[src/rtl/sample_capture.sv]
// Triggered capture of ADC samples into a circular RAM that freezes once the window is full.
// Build option: define AUTO_TRIG_EN to force a trigger after AUTO_TMO valid samples in WAIT_TRIG.
module sample_capture #(
  parameter int DEPTH_W  = 6,
  parameter int SAMPLE_W = 6,
  parameter int PRETRIG  = 16,
  parameter int AUTO_TMO = 4095
) (
  input  logic                clk,
  input  logic                reset,
  input  logic [SAMPLE_W-1:0] sample,
  input  logic                sample_valid,
  input  logic [SAMPLE_W-1:0] trig_level,
  input  logic                arm,
  input  logic [DEPTH_W-1:0]  rd_addr,
  output logic [SAMPLE_W-1:0] rd_data,
  output logic                ready,
  output logic                busy,
  // FSM state for checkers: 0 IDLE, 1 PRE, 2 WAIT_TRIG, 3 POST, 4 DONE
  output logic [2:0]          dbg_state
);

  localparam int DEPTH = 1 << DEPTH_W;
  localparam int CNT_W = DEPTH_W + 1;
  localparam logic [CNT_W-1:0]   PRE_LAST  = CNT_W'(PRETRIG - 1);
  localparam logic [CNT_W-1:0]   POST_LAST = CNT_W'(DEPTH - PRETRIG - 1);
  localparam logic [DEPTH_W-1:0] PRE_OFS   = DEPTH_W'(PRETRIG);

  if (PRETRIG < 1 || PRETRIG >= DEPTH || AUTO_TMO < 1) begin : g_bad_cfg
    $error("sample_capture: parameter out of range");
  end

  typedef enum logic [2:0] {
    IDLE      = 3'd0,
    PRE       = 3'd1,
    WAIT_TRIG = 3'd2,
    POST      = 3'd3,
    DONE      = 3'd4
  } state_t;

  state_t              state;
  logic [SAMPLE_W-1:0] mem [DEPTH];
  logic [DEPTH_W-1:0]  wr_ptr;
  logic [DEPTH_W-1:0]  trig_ptr;
  logic [DEPTH_W-1:0]  rd_idx;
  logic [CNT_W-1:0]    cnt;
  logic [SAMPLE_W-1:0] prev_sample;
  logic                prev_ok;
  logic                capturing;
  logic                wr_en;
  logic                crossing;
  logic                fire;

  assign capturing = (state == PRE) || (state == WAIT_TRIG) || (state == POST);
  // arm wins over a coincident sample: it is neither stored nor remembered
  assign wr_en     = capturing && sample_valid && !arm;
  assign crossing  = prev_ok && (prev_sample < trig_level) && (sample >= trig_level);
  assign busy      = capturing;
  assign dbg_state = state;
  assign rd_idx    = (trig_ptr - PRE_OFS) + rd_addr;

`ifdef AUTO_TRIG_EN
  localparam int TMO_W = $clog2(AUTO_TMO + 1);
  logic [TMO_W-1:0] tmo_cnt;

  // Counts samples already seen in WAIT_TRIG; the AUTO_TMO-th one is forced
  always_ff @(posedge clk or posedge reset) begin
    if (reset) begin
      tmo_cnt <= '0;
    end else if (arm || state != WAIT_TRIG) begin
      tmo_cnt <= '0;
    end else if (sample_valid) begin
      tmo_cnt <= tmo_cnt + 1'b1;
    end
  end

  assign fire = crossing || (tmo_cnt == TMO_W'(AUTO_TMO - 1));
`else
  assign fire = crossing;
`endif

  always_ff @(posedge clk or posedge reset) begin
    if (reset) begin
      state       <= IDLE;
      ready       <= 1'b0;
      wr_ptr      <= '0;
      trig_ptr    <= '0;
      cnt         <= '0;
      prev_sample <= '0;
      prev_ok     <= 1'b0;
    end else if (arm) begin
      state   <= PRE;
      ready   <= 1'b0;
      cnt     <= '0;
      prev_ok <= 1'b0;
    end else begin
      if (sample_valid) begin
        prev_sample <= sample;
        prev_ok     <= 1'b1;
      end
      if (wr_en) begin
        wr_ptr <= wr_ptr + 1'b1;
      end
      if (sample_valid) begin
        case (state)
          PRE: begin
            if (cnt == PRE_LAST) begin
              state <= WAIT_TRIG;
              cnt   <= '0;
            end else begin
              cnt <= cnt + 1'b1;
            end
          end
          WAIT_TRIG: begin
            if (fire) begin
              trig_ptr <= wr_ptr;
              // the trigger sample itself is the first of the post-trigger samples
              if (POST_LAST == '0) begin
                state <= DONE;
                ready <= 1'b1;
              end else begin
                state <= POST;
                cnt   <= CNT_W'(1);
              end
            end
          end
          POST: begin
            if (cnt == POST_LAST) begin
              state <= DONE;
              ready <= 1'b1;
            end else begin
              cnt <= cnt + 1'b1;
            end
          end
          default: ;
        endcase
      end
    end
  end

  always_ff @(posedge clk) begin
    if (wr_en) begin
      mem[wr_ptr] <= sample;
    end
  end

  always_ff @(posedge clk or posedge reset) begin
    if (reset) begin
      rd_data <= '0;
    end else begin
      rd_data <= mem[rd_idx];
    end
  end

endmodule
[config.mk]
export PLATFORM = sky130hd
export DESIGN_NAME = sample_capture
export DESIGN_NICKNAME = d
export VERILOG_FILES = /design/src/rtl/sample_capture.sv
export SDC_FILE = /design/constraint.sdc
export NUM_CORES = 1
export LEC_CHECK = 0
export ABC_AREA = 1
export CAP_MARGIN = 40
export CORE_ASPECT_RATIO = 1.4
export CORE_MARGIN = 2
export CORE_UTILIZATION = 35
export DETAILED_ROUTE_END_ITERATION = 10
export GPL_TIMING_DRIVEN = 0
export PLACE_DENSITY = 0.53
export SLEW_MARGIN = 20
export SYNTH_ARGS = -nofsm -noshare
export SYNTH_HDL_FRONTEND = slang
export SYNTH_SLANG_ARGS = --single-unit
[constraint.sdc]
create_clock -name clk -period 4.85 [get_ports clk]
set_input_delay 0.485 -clock clk [delete_from_list [all_inputs] [get_ports clk]]
set_output_delay 0.485 -clock clk [all_outputs]
set_load 0.02 [all_outputs]
==> results_tabular.tex <==
\begin{tabular}{lr}
\hline
Metric & Value \\
\hline
\multicolumn{2}{l}{\textbf{Timing}} \\
\quad Final number of setup-violating endpoints & 0 \\
\quad Final worst path period share & 0.757 \\
\quad Worst hold margin & 0.201 ns \\
\quad RSZ-0062 raised after global routing & false \\
\quad Crit path time final & 3.67 ns \\
\quad Relative slew slack & 0.408 \\
\quad Highest attainable clock frequency & 272 MHz \\
\quad Count of pins over their slew limit & 0 \\
\quad Setup skew after layout & 0.0126 ns \\
\quad Least-Margin Pin Slew & 0.887 ns \\
\quad Fin. Hold Viols & 0 \\
\multicolumn{2}{l}{\textbf{Synth}} \\
\quad Flip-flop and latch count after synthesis & 420 \\
\quad XOR/XNOR share of the synthesized area & 0.00468 \\
\quad Mean instance size in the synthesized netlist & 10.2 µm² \\
\quad Synthesized netlist net count & approximately 1.9k \\
\quad Largest family of logic cells by synthesized area & simple AND/OR/NAND/NOR gates \\
\quad Count of unique library cells instantiated by Yosys & 33 \\
\quad Most used DFF post-synth & edfxtp\_1 \\
\quad FFs w/ async S/R, synth & 0.0857 \\
\quad Fraction of the yosys area taken by sequential cells & 0.673 \\
\quad Post-synthesis share of cell area spent on full adders, half adders and majority gates & 0.0160 \\
\quad Synth warnings & 0 \\
\quad Compound-Gate Fraction of Synth Area & 0.0168 \\
\quad Post-Synthesis Cells & 1809 \\
\quad Simple-gate area share of the yosys netlist & 0.233 \\
\quad Mux contribution to synthesized area & 0 \\
\quad Count of flip-flops with a built-in enable after synthesis & 384 \\
\quad Summed instance area of the synthesized netlist & approximately 18000 µm² \\
\multicolumn{2}{l}{\textbf{CTS}} \\
\quad CTS tree & done \\
\quad Hold buffer count at CTS & 0 \\
\quad TritonCTS sink count & 420 \\
\quad Clock Path Buffers & 3 \\
\quad CTS buffer count & 42 \\
\quad Cts repair resizes & 0 \\
\quad Clock network latency to the later pin of the worst-skew pair & 0.55 ns \\
\quad H-tree depth reported by CTS & 2 \\
\quad Root buffer cell & clkbuf\_16 \\
\quad Clock transition at the register clock pins on the worst setup and hold paths after CTS & approximately 0.060 ns \\
\quad Post-CTS setup buffer count & 0 \\
\multicolumn{2}{l}{\textbf{Routing}} \\
\quad Violation count after the first detailed-route iteration & 1143 \\
\quad Routed wire length per instance & between 20 and 25 µm \\
\quad Number of search-and-repair iterations in the first detailed-routing pass & 5 \\
\quad Total via count in the routed design & 13.3k \\
\quad DRC Markers & 0 \\
\quad Post-DR vias/cell & 5.07 \\
\quad Final Routed Wirelength & 60400 µm \\
\quad Final ANT Viol Nets & 0 \\
\multicolumn{2}{l}{\textbf{Setup path}} \\
\quad Worst Path Max Fanout & 10 \\
\quad Highest-delay cell along the critical path & buf\_1 \\
\quad Cell count along the critical path & 12 \\
\quad CP Buf/Inv Count & 4 \\
\quad Crit-path max cell delay & 0.63 ns \\
\quad Setup slack of the most critical reg-to-reg path & 1.18 ns \\
\quad CP Capture Type & flip-flop \\
\quad Capturing point of the worst reg2reg path & rd\_data[2] \\
\quad Startpoint Class & flip-flop \\
\quad CP Class & flip-flop to flip-flop \\
\quad Data required time of the critical path & 5.25 ns \\
\quad Worst endpoint data arrival time & 4.07 ns \\
\quad Worst flop-to-flop path startpoint & trig\_ptr[1] \\
\quad Kind of cell adding the most delay to the critical path & buffers and inverters \\
\quad Cell chain of the critical path & ha\_1 > ha\_1 > inv\_1 > fa\_1 > inv\_1 > buf\_2 > buf\_1 > nand3\_1 > nand3\_1 > nand3\_1 > nand3\_1 > nand2\_1 \\
\quad Worst r2r path cells & 12 \\
\quad Crit-path most repeated cell & nand3\_1 \\
\multicolumn{2}{l}{\textbf{Layout}} \\
\quad Fillcell total & 5027 \\
\quad \# nets final & a little under 2k \\
\quad Fraction of layout cells with a size suffix above 1 & 0.0713 \\
\quad Final Instance Count excl. Fillers & approximately 2.6k \\
\quad Syn-to-layout area delta & 15.0\% \\
\quad Antenna Cells & 0 \\
\multicolumn{2}{l}{\textbf{Min path}} \\
\quad Terminating pin of the worst hold path & ready \\
\quad Path class of the lowest-slack min-delay path & input port to flip-flop \\
\quad Worst Hold Depth & 2 \\
\quad Launch instance of the worst min-delay path & arm \\
\multicolumn{2}{l}{\textbf{Flow run}} \\
\quad Max-capacitance violation count & 0 \\
\multicolumn{2}{l}{\textbf{Place}} \\
\quad Dpl cells & 2555 \\
\quad Count of port buffers added during placement & 31 \\
\quad Detailed placement HPWL & 41900 µm \\
\quad Final Wtd Congestion & 0.933 \\
\multicolumn{2}{l}{\textbf{Die}} \\
\quad Vert. Die Dim & roughly 280 µm \\
\quad Number of top-level pins & 33 \\
\quad Width of the chip & $\sim$200 µm \\
\quad Number of rows created at floorplan & 99 \\
\quad Core box area & approximately 52000 µm² \\
\quad Die Area & 54600 µm² \\
\quad Initial cell density of the core & 0.354 \\
\multicolumn{2}{l}{\textbf{GRT}} \\
\quad Number of antenna violations at the first check in global routing & 2 \\
\quad Maximum number of pins on one net before global-route repair & 67 \\
\quad First-pass GRT wire length & 87400 µm \\
\quad Remaining global-route overflow & 0 \\
\quad GRT Util Overall & 0.225 \\
\quad Via count of the first global-routing pass & 13.2k \\
\multicolumn{2}{l}{\textbf{Power}} \\
\quad LEAKAGE & 0.00857 µW \\
\quad Worst supply voltage drop on vdd & 256 µV \\
\quad Cell Pwr Density & around 580 nW/µm² \\
\multicolumn{2}{l}{\textbf{Outcome}} \\
\quad Run status & finished clean \\
\hline
\end{tabular}
[registers in the layout, summed over array words and instances (netlist names)]
name         count
mem            384
rd_data          6
trig_ptr         6
dbg_state        3
prev_ok          1
ready            1
cnt              7
prev_sample      6
wr_ptr           6
[power by group]
group / total [µW] / leakage (µW) / switching (µW) / internal (µW)
combinational: 4720 / 0.00397 / 3540 / 1180
clock: 3380 / 0.000693 / 1370 / 2010
sequential: 4180 / 0.00391 / 86.4 / 4090
total: 12300 / 0.00857 / 5000 / 7280
[through the flow]
step           setup WS [ns]   util  power [µW]  TNS, ns  area, µm²
2_1_floorplan           2.38      -        6730        0      18500
3_3_place_gp         -0.0774  0.377        8840   -0.585      19700
3_5_place_dp           0.753  0.380        8870        0      19800
4_1_cts                 1.23  0.407       12200        0      21200
5_1_grt                 1.11  0.407       12700        0      21200
6_report                1.18  0.407       12300        0      21200
[synth_stat cells, types with 2 or more instances]
master	count	area share
nand2_1	602	0.12
edfxtp_1	384	0.62
nand3_1	260	0.070
inv_1	169	0.034
nor2_1	164	0.033
buf_2	50	0.014
o21ai_0	42	0.011
dfrtp_1	36	0.049
ha_1	22	0.015
clkbuf_1	18	0.0037
buf_1	12	0.0024
nand4_1	11	0.0037
xor2_1	7	0.0033
a21oi_1	6	0.0016
o21ai_1	6	0.0016
buf_4	2	0.00081
nor3_1	2	0.00054
[how the worst max path moves through the flow]
stage / slack [ns] / startpoint / endpoint
CTS: 1.23 / trig_ptr[1] / rd_data[2]
floorplan: 2.38 / rd_addr[1] / rd_data[1]
finish: 1.18 / trig_ptr[1] / rd_data[2]
detailed placement: 0.75 / rd_addr[1] / rd_data[2]
global route: 1.11 / trig_ptr[1] / rd_data[0]
global placement: -0.08 / sample[5] / dbg_state[2]
[final cells by class]
| class | instances | area, µm² | share of cell area |
|---|---|---|---|
| plain buffers | 83 | 389 | 0.0183 |
| clock buffers | 49 | 1150 | 0.0542 |
| clock inverters | 24 | 264 | 0.0124 |
| inverters | 171 | 642 | 0.0302 |
| multi-input cells | 1135 | 5010 | 0.236 |
| flip-flops and latches | 420 | 12400 | 0.586 |
| well taps | 707 | 885 | 0.0417 |
| repair buffers | 40 | 460 | 0.0217 |
[cell usage in the layout, fill, tap and decap left out, drive strengths merged, types with 2 or more instances in the layout]
cell           count
nor2             166
edfxtp           384
clkdlybuf4s50     25
a21boi             2
o21ai             48
clkbuf            67
ha                22
bufinv             6
nor3               2
nand4             11
nand3            260
a21oi              6
nand2            603
buf               80
xor2               7
dfrtp             36
inv              170
xnor2              2
clkinv            18
[cells by family (layout without fill, tap and decap cells)]
kind of cell,Yosys count,count (layout)
AOI/OAI and AO/OA,59,59
xor gates and xnor gates,9,9
adders and majority gates,23,23
buffers and inverters,254,367
DFF,420,420
and+or+nand+nor,1044,1044
[layer usage]
| metal | global-route usage | up-vias | share of wire |
|---|---|---|---|
| li1 | - | 6163 | - |
| met1 | 0.262 | 6540 | 0.38 |
| met2 | 0.403 | 496 | 0.51 |
| met3 | 0.0282 | 128 | 0.055 |
| met4 | 0.119 | 2 | 0.053 |
| met5 | 0 | - | 0.00020 |
[worst reg2reg max path: cells and delay by family, from the launching register on]
family                   cells  cell delay [ns]
adder cells (fa/ha/maj)      3             1.06
buffers and inverters        4             1.17
flip-flops                   1             0.39
AND/OR/NAND/NOR              5             0.90
(Power assumes the default switching activity.)
